$ cat src/rtl/serial_operand_tx_pkg.sv
// serial_add_pkg: shared state type, default sizes and counter sizing for serial_operand_tx.
package serial_add_pkg;
    typedef enum logic {S_IDLE, S_SHIFT} tx_state_e;
    localparam int DEF_WIDTH = 8;
    localparam int DEF_CNT_W = 16;
    function automatic int cnt_bits(input int width);
        return $clog2(width);
    endfunction
endpackage

$ cat src/rtl/serial_operand_tx_piso_shift.sv
// piso_shift: two-lane parallel-in/serial-out shift register, LSB exposed on o_a/o_b.
module piso_shift
    import serial_add_pkg::*;
#(
    parameter int WIDTH = DEF_WIDTH
) (
    input  logic             clk,
    input  logic             rst_n,
    input  logic             i_load,
    input  logic             i_shift,
    input  logic [WIDTH-1:0] i_a,
    input  logic [WIDTH-1:0] i_b,
    output logic             o_a,
    output logic             o_b
);
    logic [WIDTH-1:0] r_a, r_b;
    always_ff @(posedge clk or negedge rst_n) begin
        if (!rst_n) begin
            r_a <= '0;
            r_b <= '0;
        end else if (i_load) begin
            r_a <= i_a;
            r_b <= i_b;
        end else if (i_shift) begin
            r_a <= r_a >> 1;
            r_b <= r_b >> 1;
        end
    end
    assign o_a = r_a[0];
    assign o_b = r_b[0];
endmodule

$ cat src/rtl/serial_operand_tx.sv
// serial_operand_tx: shifts accepted operand pairs out LSB-first on in1/in2 framed by en_i.
// Define SERIAL_TX_BACK2BACK_EN to accept the next pair on the last bit cycle (gapless frames).
module serial_operand_tx
    import serial_add_pkg::*;
#(
    parameter int WIDTH = DEF_WIDTH,
    parameter int CNT_W = DEF_CNT_W
) (
    input  logic             clk,
    input  logic             rst_n,
    input  logic             op_valid,
    output logic             op_ready,
    input  logic [WIDTH-1:0] op_a,
    input  logic [WIDTH-1:0] op_b,
    output logic             en_i,
    output logic             in1,
    output logic             in2,
    output logic             busy,
    output logic             frame_done,
    output logic [CNT_W-1:0] frames_sent
);
    localparam int CW = cnt_bits(WIDTH);
    tx_state_e r_state, w_state_nx;
    logic [CW-1:0] r_cnt;
    logic w_hs, w_last, w_sa, w_sb;
    assign w_last = (r_state == S_SHIFT) && (r_cnt == '0);
`ifdef SERIAL_TX_BACK2BACK_EN
    assign op_ready = (r_state == S_IDLE) || w_last;
`else
    assign op_ready = (r_state == S_IDLE);
`endif
    assign w_hs = op_valid && op_ready;
    always_comb begin
        w_state_nx = r_state;
        w_state_nx = w_hs ? S_SHIFT : (w_last ? S_IDLE : r_state);
    end
    always_ff @(posedge clk or negedge rst_n) begin
        if (!rst_n) r_state <= S_IDLE;
        else        r_state <= w_state_nx;
    end
    // bit 0 goes straight to the wire, so the shifter only holds the remaining bits
    piso_shift #(.WIDTH(WIDTH)) u_piso (
        .clk     (clk),
        .rst_n   (rst_n),
        .i_load  (w_hs),
        .i_shift ((r_state == S_SHIFT) && !w_last),
        .i_a     (op_a >> 1),
        .i_b     (op_b >> 1),
        .o_a     (w_sa),
        .o_b     (w_sb)
    );
    always_ff @(posedge clk or negedge rst_n) begin
        if (!rst_n) begin
            en_i        <= 1'b0;
            in1         <= 1'b0;
            in2         <= 1'b0;
            busy        <= 1'b0;
            frame_done  <= 1'b0;
            frames_sent <= '0;
            r_cnt       <= '0;
        end else begin
            frame_done  <= w_last;
            frames_sent <= frames_sent + CNT_W'(w_last);
            busy        <= (w_state_nx == S_SHIFT);
            if (w_hs) begin
                en_i  <= 1'b1;
                in1   <= op_a[0];
                in2   <= op_b[0];
                r_cnt <= CW'(WIDTH - 1);
            end else if (w_last) begin
                en_i <= 1'b0;
                in1  <= 1'b0;
                in2  <= 1'b0;
            end else if (r_state == S_SHIFT) begin
                in1   <= w_sa;
                in2   <= w_sb;
                r_cnt <= r_cnt - CW'(1);
            end
        end
    end
endmodule

$ cat config.mk
export PLATFORM = sky130hd
export DESIGN_NAME = serial_operand_tx
export DESIGN_NICKNAME = d
export VERILOG_FILES = /design/src/rtl/serial_operand_tx_pkg.sv /design/src/rtl/serial_operand_tx_piso_shift.sv /design/src/rtl/serial_operand_tx.sv
export SDC_FILE = /design/constraint.sdc
export NUM_CORES = 1
export LEC_CHECK = 0
export ABC_AREA = 1
export ABC_CLOCK_PERIOD_IN_PS = 6000
export CAP_MARGIN = 20
export CORE_UTILIZATION = 40
export CTS_BUF_LIST = sky130_fd_sc_hd__clkbuf_4 sky130_fd_sc_hd__clkbuf_8 sky130_fd_sc_hd__clkbuf_16
export CTS_CLUSTER_DIAMETER = 30
export CTS_CLUSTER_SIZE = 40
export DETAILED_ROUTE_END_ITERATION = 8
export GPL_TIMING_DRIVEN = 1
export PLACE_DENSITY = 0.69
export SETUP_SLACK_MARGIN = 0.2
export SLEW_MARGIN = 20
export SYNTH_ARGS = -nofsm -noshare
export SYNTH_HDL_FRONTEND = slang
export SYNTH_SLANG_ARGS = --single-unit
$ cat constraint.sdc
create_clock -name clk -period 6 [get_ports clk]
set_input_delay 1.8 -clock clk [delete_from_list [all_inputs] [get_ports clk]]
set_output_delay 1.8 -clock clk [all_outputs]
set_load 0.02 [all_outputs]
==> results of run 1 <==
==> flip-flops by register name (all words and copies together) (netlist names) <==
name         cells
frame_done       1
busy             1
u_piso.r_b       7
r_cnt            3
u_piso.r_a       7
in2              1
in1              1
frames_sent     16
==> power breakdown <==
group	switching, mW	leakage, nW	total, mW	internal [mW]
sequential	0.0417	0.485	0.363	0.321
clock	0.0864	0.0498	0.183	0.0961
combinational	0.211	0.603	0.348	0.137
==> how the worst min path moves through the flow <==
stage | to | slack, ps
after floorplan | u_piso.r_b[3] | 440
after global placement | u_piso.r_b[5] | 460
after detailed placement | u_piso.r_b[4] | 460
after CTS | u_piso.r_b[4] | 480
after global routing | u_piso.r_b[3] | 500
final | u_piso.r_b[3] | 470
==> logic make-up after synthesis <==
kind of cell	Yosys count
AOI/OAI and AO/OA	12
xor gates and xnor gates	9
adders and majority gates	5
buffers and inverters	28
DFF	37
and+or+nand+nor	133
==> area by class of cell <==
type | instances | area [sq um]
fill | 421 | 2048
inverter | 22 | 85.08
tap | 52 | 65.06
multi-input combinational | 159 | 760.7
sequential | 37 | 925.9
timing repair buffer | 41 | 407.9
clock buffer | 8 | 91.34
==> metal layers <==
layer | GRT usage, % | up-vias | wire length (um)
li1 | - | 770 | -
met1 | 20.83 | 660 | 1696
met2 | 25.67 | 44 | 1596
met3 | 4.070 | 9 | 160
met4 | 8.444 | 0 | 68
met5 | 0 | - | 0
==> Yosys cell counts <==
master,n
buf_6,4
o21ai_0,10
buf_4,2
nand2_4,2
a21oi_1,1
inv_4,1
nor2_1,10
nand2_1,104
ha_1,5
a21oi_4,1
xor2_1,7
nor2_2,1
dfrtp_1,37
nand3_1,9
inv_2,3
inv_1,18
nor2_4,1
nor3_1,2
xnor2_1,2
nand4_1,4
==> metrics by stage <==
step / hold WS, ps / area (sq um) / cells
floorplan: 441.8 / 1832 / 224
CTS: 476.7 / 2336 / 319
detailed placement: 458.9 / 2245 / 311
global placement: 455.9 / 2245 / 311
global route: 501.2 / 2336 / 319
finish: 474.9 / 2336 / 319
==> tightest hold or removal path, cell delays in order (launching register included) <==
cell and delay, ps:
dfrtp_1 350, nand2_1 50, nand2_1 40
==> summary.md, run 1 <==
| Metric | Value |
|---|---|
| Outcome | `completed` |
| Final Cycle Share | `55.23%` |
| Leak | `1.138 nW` |
| DR iter-0 viols | `66` |
| Vias in the first global route | `1416` |
| Worst Hold Depth | `2` |
| HP Start | `u_piso.r_b[3]` |
| Util after Layout | `53.28%` |
| Main combinational cell family by area after synthesis | `simple AND/OR/NAND/NOR gates` |
| Num rows | `24` |
| Die height | `69.67 um` |
| Worst slack, placed | `2873 ps` |
| CTS tree | `yes` |
| RSZ-0062 raised after global routing | `no` |
| Commonest cells after routing, fill and taps aside | `nand2_1 (104), clkdlybuf4s50_1 (40), dfrtp_1 (37), inv_1 (18)` |
| Simple-Gate Fraction of Synth Area | `29.92%` |
| Initial Util | `41.78%` |
| Final Slew Violations | `0` |
| Max incr delay on CP | `640 ps` |
| CP top delay family | `buffers and inverters` |
| CTS clock-pin slew for the worst setup and hold paths | `70 ps` |
| Max-cap violations | `0` |
| Max Fclk | `301.8 MHz` |
| Slew @ Worst Pin | `462.2 ps` |
| Initial DRT Pass Iterations | `4` |
| Slew margin rel. | `69.19%` |
| Syn_nets | `248` |
| Num CTS Buffers | `5` |
| Worst Path Required | `4200 ps` |
| Sum of negative setup slack | `0 ps` |
| Worst min-delay path class | `reg -> reg` |
| Fin crit period | `3314 ps` |
| Setup CP Type | `reg -> out` |
| Via count | `1483` |
| Final setup violation count | `0` |
| Share of the synthesized area in the top cell type | `50.55%` |
| Crit path max-delay cell type | `clkdlybuf4s50_1` |
| Initial antenna violation count | `0` |
| Antenna viol nets, final | `0` |
| Share of cells above drive strength 1 | `6.742%` |
| All-Layer GR Usage | `16.32%` |
| Startpoint Class | `flop` |
| Grt ovf | `0` |
| Stages on the worst setup path | `2` |
| FF-to-FF End | `frames_sent[8]` |
| Drc violations | `0` |
| Area contributors post-synth | `dfrtp_1 (51%), nand2_1 (21%), inv_1 (3.7%), ha_1 (3.4%), xor2_1 (3.3%)` |
| Largest net degree at the start of global routing | `38` |
| Yosys warnings | `0` |
| R2R cell count | `10` |
| Most common cell after layout, fill and taps aside | `nand2_1` |
| Reg2reg setup slack | `3770 ps` |
| Sink Count | `37` |
| Seq cells post-synth | `37` |
| Max FO, Critical Path | `7` |
| Clock Path Buffers | `2` |
| Die area | `4854 sq um` |
| First-pass GRT wire length | `6175 um` |
| Mux cell area share after synthesis | `0%` |
| Gpl congestion | `0.7938` |
| Count of cell types in the netlist | `20` |
| Post_cts resized | `0` |
| End of the critical path | `op_ready` |
| Syn_area_per_cell | `8.177 sq um` |
| DP Wirelength | `2497 um` |
| Post-synthesis compound-gate area fraction | `3.893%` |
| Final #Nets | `290` |
| Core area | `4384 sq um` |
| Synth area leader | `dfrtp_1` |
| Post-CTS Setup Bufs | `0` |
| Port Buffers | `40` |
| Synth Instances | `224` |
| Clock root buffer master | `clkbuf_8` |
| CP Data Arrival Time | `1510 ps` |
| CP Capture Type | `primary output` |
| Vias per cell | `4.649` |
| Fin. Hold Viols | `0` |
| Register area share after synthesis | `50.55%` |
| Worst Path Buf+Inv | `2` |
| PD cells | `382.5 nW/um^2` |
| Fin worst setup slack | `2686 ps` |
| Total power draw | `893.5 uW` |
| ANT cells | `0` |
| Area share of fa/ha/maj cells after synthesis | `3.415%` |
| Routed WL | `3520 um` |
| Critical path origin | `busy` |
| WL/cell | `11.03 um` |
| Clock H-tree levels | `2` |
| Die width | `69.67 um` |
| Mapped cell area | `1832 sq um` |
| Clock Latency Late Sink | `290 ps` |
| Area added between synthesis and finish | `27.53%` |
| XOR/XNOR Fraction of Synth Area | `4.303%` |
| Top Ports | `41` |
| Reg2reg start | `r_cnt[0]` |
| Setup Skew | `5.930 ps` |
| CTS Hold Buffers Added | `0` |
| CP Cell Sequence | `inv_2 > clkdlybuf4s50_1` |
| Worst vdd ir | `0.0001803 V` |
No activity file was read; power rests on OpenSTA's default activity.
==> run 2: changes to the inputs <==
Settings changed: ABC_CLOCK_PERIOD_IN_PS 6000 to 3280.
Clock period 6 ns to 3.28 ns, I/O delays scaled along.
==> run 2 against run 1 <==
Compared with the run above:
- sequential power up 83%
- critical path type unchanged
- non-clock buffer count unchanged
- hold slack better by 2.2 ps
- highest routed layer unchanged
==> summary.md, run 2 (same netlist as run 1, synthesis figures left out) <==
| Metric | Value |
|---|---|
| Routed met1 length | `1688 um (-0.47%)` |
| Final #Nets | `290 (unchanged)` |
| ANT cells | `0 (unchanged)` |
| All-Layer GR Usage | `15.74% (-0.58 points)` |
| Leak | `1.132 nW (-0.51%)` |
| Die width | `69.67 um (unchanged)` |
| Sum of negative setup slack | `0 ps (unchanged)` |
| Post-CTS Setup Bufs | `0 (unchanged)` |
| Outcome | `completed` |
| Initial antenna violation count | `0 (unchanged)` |
| PD cells | `690.7 nW/um^2 (+81%)` |
| Final Slew Violations | `0 (unchanged)` |
| DP Wirelength | `2521 um (+0.96%)` |
| First-pass GRT wire length | `6003 um (-2.8%)` |
| Area added between synthesis and finish | `27.25%` |
| Util after Layout | `53.17% (-0.11 points)` |
| Gpl congestion | `0.7939 (about the same)` |
| Fin worst setup slack | `781.1 ps (-1905 ps)` |
| WL/cell | `10.81 um (-2.0%)` |
| Final setup violation count | `0 (unchanged)` |
| CP Cell Sequence | `inv_2 > clkdlybuf4s50_1` |
| Crit path max-delay cell type | `clkdlybuf4s50_1` |
| Slew @ Worst Pin | `467.6 ps (+5.379 ps)` |
| Worst min-delay path class | `reg -> reg` |
| Top reg by flops | `frames_sent` |
| Core area | `4384 sq um (unchanged)` |
| Clock power frac | `19.3% (-1.1 points)` |
| Total power draw | `1.610 mW (+80%)` |
| Num CTS Buffers | `5 (unchanged)` |
| CTS tree | `yes` |
| Worst Path Required | `2300 ps (-1900 ps)` |
| DR iter-0 viols | `79 (+20%)` |
| Grt ovf | `0 (unchanged)` |
| Setup CP Type | `reg -> out` |
| Initial DRT Pass Iterations | `4 (unchanged)` |
| Flop pwr share | `41.3% (+0.7 points)` |
| Max-cap violations | `0 (unchanged)` |
| Fin. Hold Viols | `0 (unchanged)` |
| Clock root buffer master | `clkbuf_8` |
| Logic pwr share | `39.4% (+0.4 points)` |
| Vias in the first global route | `1372 (-3.1%)` |
| Drc violations | `0 (unchanged)` |
| Largest net degree at the start of global routing | `38 (unchanged)` |
| Max incr delay on CP | `640 ps (about the same)` |
| Share of cells above drive strength 1 | `6.742% (unchanged)` |
| R2R cell count | `10 (unchanged)` |
| Cell internal pwr | `984.7 uW (+78%)` |
| Met2 wire length | `1533 um (-3.9%)` |
| Port Buffers | `40 (unchanged)` |
| Reg2reg setup slack | `1040 ps (-2730 ps)` |
| CP Data Arrival Time | `1510 ps (about the same)` |
| Commonest cells after routing, fill and taps aside | `nand2_1 (104), clkdlybuf4s50_1 (40), dfrtp_1 (37), inv_1 (18)` |
| Fin crit period | `2499 ps` |
| Worst vdd ir | `0.0002769 V (+54%)` |
| Vias per cell | `4.671 (+0.47%)` |
| Final Cycle Share | `76.18%` |
| Met3 routed WL | `180 um (+13%)` |
| Antenna viol nets, final | `0 (unchanged)` |
| Startpoint Class | `flop` |
| Worst slack, placed | `969.1 ps (-1904 ps)` |
| Clock Latency Late Sink | `290 ps (about the same)` |
| Initial Util | `41.78% (unchanged)` |
| Slew margin rel. | `68.83% (-0.36 points)` |
| CTS clock-pin slew for the worst setup and hold paths | `70 ps (about the same)` |
| Max FO, Critical Path | `7 (unchanged)` |
| Setup Skew | `8.772 ps (+2.842 ps)` |
| RSZ-0062 raised after global routing | `no` |
| Regs by FF count | `frames_sent: 16 flops, u_piso.r_a: 7 flops, u_piso.r_b: 7 flops` |
| Via count | `1490 (+0.47%)` |
| Most common cell after layout, fill and taps aside | `nand2_1` |
| CTS Hold Buffers Added | `0 (unchanged)` |
| Worst Hold Depth | `2 (unchanged)` |
| Max Fclk | `400.2 MHz` |
| Switching Share | `38.84% (+0.89 points)` |
| Sink Count | `37 (unchanged)` |
| Routed WL | `3448 um (-2.0%)` |
| Max reg flops | `16 (unchanged)` |
| DR top layer | `met4` |
| Top Ports | `41 (unchanged)` |
| Clock H-tree levels | `2 (unchanged)` |
| CP Capture Type | `primary output` |
| Num rows | `24 (unchanged)` |
| Die height | `69.67 um (unchanged)` |
| Switching pwr | `625.2 uW (+84%)` |
| Die area | `4854 sq um (unchanged)` |
| Clock Path Buffers | `2 (unchanged)` |
| Post_cts resized | `0 (unchanged)` |
[run 2: layer usage]
layer	up-vias	track usage [%]
li1	768	-
met1	673	20.77
met2	42	25.03
met3	7	4.797
met4	0	4.667
met5	-	0
[run 2: area by class of cell]
| class | count | area, sq um |
|---|---|---|
| Inverter | 22 | 85.08 |
| Sequential cell | 37 | 925.9 |
| Fill cell | 443 | 2053 |
| Tap cell | 52 | 65.06 |
| Timing Repair Buffer | 41 | 407.9 |
| Clock buffer | 5 | 68.82 |
| Clock inverter | 3 | 17.52 |
| Multi-Input combinational cell | 159 | 760.7 |
[run 2: worst paths after layout]
kind                              endpoint     startpoint
max                               op_ready           busy
min                          u_piso.r_a[5]  u_piso.r_a[5]
max reg2reg                frames_sent[10]       r_cnt[0]
min reg2reg                  u_piso.r_a[5]  u_piso.r_a[5]
max in group asynchronous             busy          rst_n
min in group asynchronous   frames_sent[2]          rst_n
[run 2: worst max-delay path, delay by kind of cell (launching register included)]
family,cells,cell delay (ps)
flip-flops,1,430
buffers and inverters,2,810
[run 2: stage by stage]
| step | std cells | hold WS [ps] | area [sq um] |
|---|---|---|---|
| 5_1_grt | 319 | 491.7 | 2331 |
| 4_1_cts | 319 | 478.2 | 2331 |
| 2_1_floorplan | 224 | 441.8 | 1832 |
| 3_3_place_gp | 311 | 455.9 | 2245 |
| 6_report | 319 | 477.1 | 2331 |
| 3_5_place_dp | 311 | 459.5 | 2245 |
[run 2: power groups by stage]
stage	combinational, mW	sequential [mW]	clock, mW
floorplan	0.441	0.710	0
global placement	0.626	0.674	0
detailed placement	0.642	0.673	0
CTS	0.643	0.666	0.322
global route	0.722	0.680	0.346
finish	0.635	0.665	0.310
==> run 3: changes to the inputs <==
Settings changed: ABC_CLOCK_PERIOD_IN_PS 3280 to 2200, PLACE_DENSITY 0.69 to 0.71.
Clock period 3.28 ns to 2.2 ns, I/O delays scaled along.
==> run 3 against run 2 <==
Compared with the run above:
- non-clock buffer count increased by 4
- critical path depth decreased by 1
- via count up 4.2%
- cell count grew 1.3%
==> summary.md, run 3 (same netlist as run 1, synthesis figures left out) <==
| Metric | Value |
|---|---|
| Slew @ Worst Pin | `468.5 ps (+0.9317 ps)` |
| Worst min-delay path class | `reg -> reg` |
| Fin. Hold Viols | `0 (unchanged)` |
| CP Data Arrival Time | `1290 ps (-220 ps)` |
| CP Cell Sequence | `clkdlybuf4s50_1` |
| Initial Util | `41.78% (unchanged)` |
| Max Fclk | `512.5 MHz` |
| Initial DRT Pass Iterations | `4 (unchanged)` |
| Num rows | `24 (unchanged)` |
| Routed WL | `3875 um (+12%)` |
| Total power draw | `2.517 mW (+56%)` |
| Worst vdd ir | `0.0005220 V (+89%)` |
| Outcome | `completed` |
| Sink Count | `37 (unchanged)` |
| CTS clock-pin slew for the worst setup and hold paths | `70 ps (about the same)` |
| FF-to-FF End | `frames_sent[8]` |
| Max FO, Critical Path | `3 (-4)` |
| Gpl congestion | `0.7578 (-4.5%)` |
| CP top delay family | `buffers and inverters` |
| Worst slack, placed | `76.28 ps (-892.9 ps)` |
| Max incr delay on CP | `620 ps (-20 ps)` |
| First-pass GRT wire length | `6727 um (+12%)` |
| Clock Path Buffers | `2 (unchanged)` |
| Vias in the first global route | `1467 (+6.9%)` |
| Fin crit period | `1951 ps` |
| Final setup violation count | `0 (unchanged)` |
| WL/cell | `12.00 um (+11%)` |
| Sum of negative setup slack | `0 ps (unchanged)` |
| Largest net degree at the start of global routing | `38 (unchanged)` |
| PD cells | `1043 nW/um^2 (+51%)` |
| Max reg flops | `16 (unchanged)` |
| Fin worst setup slack | `248.8 ps (-532.3 ps)` |
| Final #Nets | `294 (+1.4%)` |
| Clock root buffer master | `clkbuf_8` |
| Top Ports | `41 (unchanged)` |
| HP Start | `u_piso.r_a[5]` |
| Setup Skew | `5.885 ps (-2.887 ps)` |
| Most common cell after layout, fill and taps aside | `nand2_1` |
| Grt ovf | `0 (unchanged)` |
| Die width | `69.67 um (unchanged)` |
| Die area | `4854 sq um (unchanged)` |
| Startpoint Class | `flop` |
| Core area | `4384 sq um (unchanged)` |
| Area added between synthesis and finish | `31.76%` |
| CP Capture Type | `primary output` |
| Final Slew Violations | `0 (unchanged)` |
| Num CTS Buffers | `5 (unchanged)` |
| Max-cap violations | `0 (unchanged)` |
| Die height | `69.67 um (unchanged)` |
| Antenna viol nets, final | `0 (unchanged)` |
| R2R cell count | `10 (unchanged)` |
| Port Buffers | `40 (unchanged)` |
| Worst Path Buf+Inv | `1 (-1)` |
| Clock Latency Late Sink | `290 ps (about the same)` |
| Final Cycle Share | `88.69%` |
| Leak | `1.341 nW (+18%)` |
| Dpl cell area | `2260 sq um (+0.67%)` |
| Via count | `1553 (+4.2%)` |
| All-Layer GR Usage | `17.38% (+1.6 points)` |
| Regs by FF count | `frames_sent: 16 flops, u_piso.r_a: 7 flops, u_piso.r_b: 7 flops` |
| Critical path origin | `frames_sent[15]` |
| ANT cells | `0 (unchanged)` |
| Setup CP Type | `reg -> out` |
| Design area | `2414 sq um (+3.5%)` |
| CTS tree | `yes` |
| Vias per cell | `4.808 (+2.9%)` |
| Initial antenna violation count | `0 (unchanged)` |
| Top reg by flops | `frames_sent` |
| Worst Path Required | `1540 ps (-760 ps)` |
| Slew margin rel. | `68.77% (about the same)` |
| Reg2reg setup slack | `310 ps (-730 ps)` |
| Drc violations | `0 (unchanged)` |
| WHS Endpoint | `u_piso.r_a[5]` |
| Reg2reg start | `r_cnt[1]` |
| Clock H-tree levels | `2 (unchanged)` |
| Share of cells above drive strength 1 | `10.70% (+4.0 points)` |
| DR iter-0 viols | `103 (+30%)` |
| Crit path max-delay cell type | `clkdlybuf4s50_1` |
| RSZ-0062 raised after global routing | `yes` |
| Worst Hold Depth | `2 (unchanged)` |
| Commonest cells after routing, fill and taps aside | `nand2_1 (104), dfrtp_1 (37), clkdlybuf4s50_1 (22), inv_1 (16)` |
| DP Wirelength | `2694 um (+6.9%)` |
-- run 3: changes by cell type in the layout (fill, tap and decap cells not counted), moves of 2 or more --
cell	change
ha_2	+2
clkinv_2	-2
ha_1	-3
buf_4	+4
clkbuf_4	+3
inv_2	+2
clkdlybuf4s50_1	-18
dlymetal6s2s_1	+10
inv_1	-2
dlygate4sd2_1	+8
-- run 3: layout make-up --
| cell class | count | area [sq um] |
|---|---|---|
| timing repair buffer | 45 | 452.9 |
| clock buffer | 8 | 91.34 |
| fill | 410 | 1971 |
| tap | 52 | 65.06 |
| multi-input combinational | 159 | 793.3 |
| sequential | 37 | 925.9 |
| inverter | 22 | 85.08 |
-- run 3: worst max path at each step --
stage	end	depth (start not counted)
after floorplan	frames_sent[8]	10
after global placement	frames_sent[10]	10
after detailed placement	frames_sent[8]	10
after CTS	frames_sent[2]	1
after global routing	frames_sent[14]	11
final	frames_sent[15]	1
-- run 3: stage by stage --
step                      std cells  util (%)  hold slack [ps]
final                           323     55.05            474.1
after global routing            323     55.05            498.6
after CTS                       321     54.02            477.0
after detailed placement        313     51.54            459.3
after global placement          313     51.54            455.7
after floorplan                 224         -            364.4
-- run 3: timing repair --
item / in CTS / in global routing
gates resized for setup: 14 / 13
hold buffers: 0 / 0
endpoints found under the setup margin: 16 / 18
pin swaps: 2 / 2
endpoints found under the hold margin: 0 / 0
setup buffers: 0 / 2
-- run 3: metal layers --
layer,vias up,GRT usage [%],part of all wire [%],wire length [um]
li1,781,-,-,-
met1,721,20.97,44,1721
met2,47,29.67,49,1889
met3,4,5.378,5.6,217
met4,0,5.333,1.2,47
met5,-,0,0,0
-- run 3: power breakdown --
part	total, mW	switching (mW)	leakage, nW	internal [mW]
Sequential	1.00	0.128	0.485	0.876
Combinational	1.01	0.607	0.807	0.406
Clock	0.499	0.237	0.0498	0.262
Total	2.52	0.973	1.34	1.54
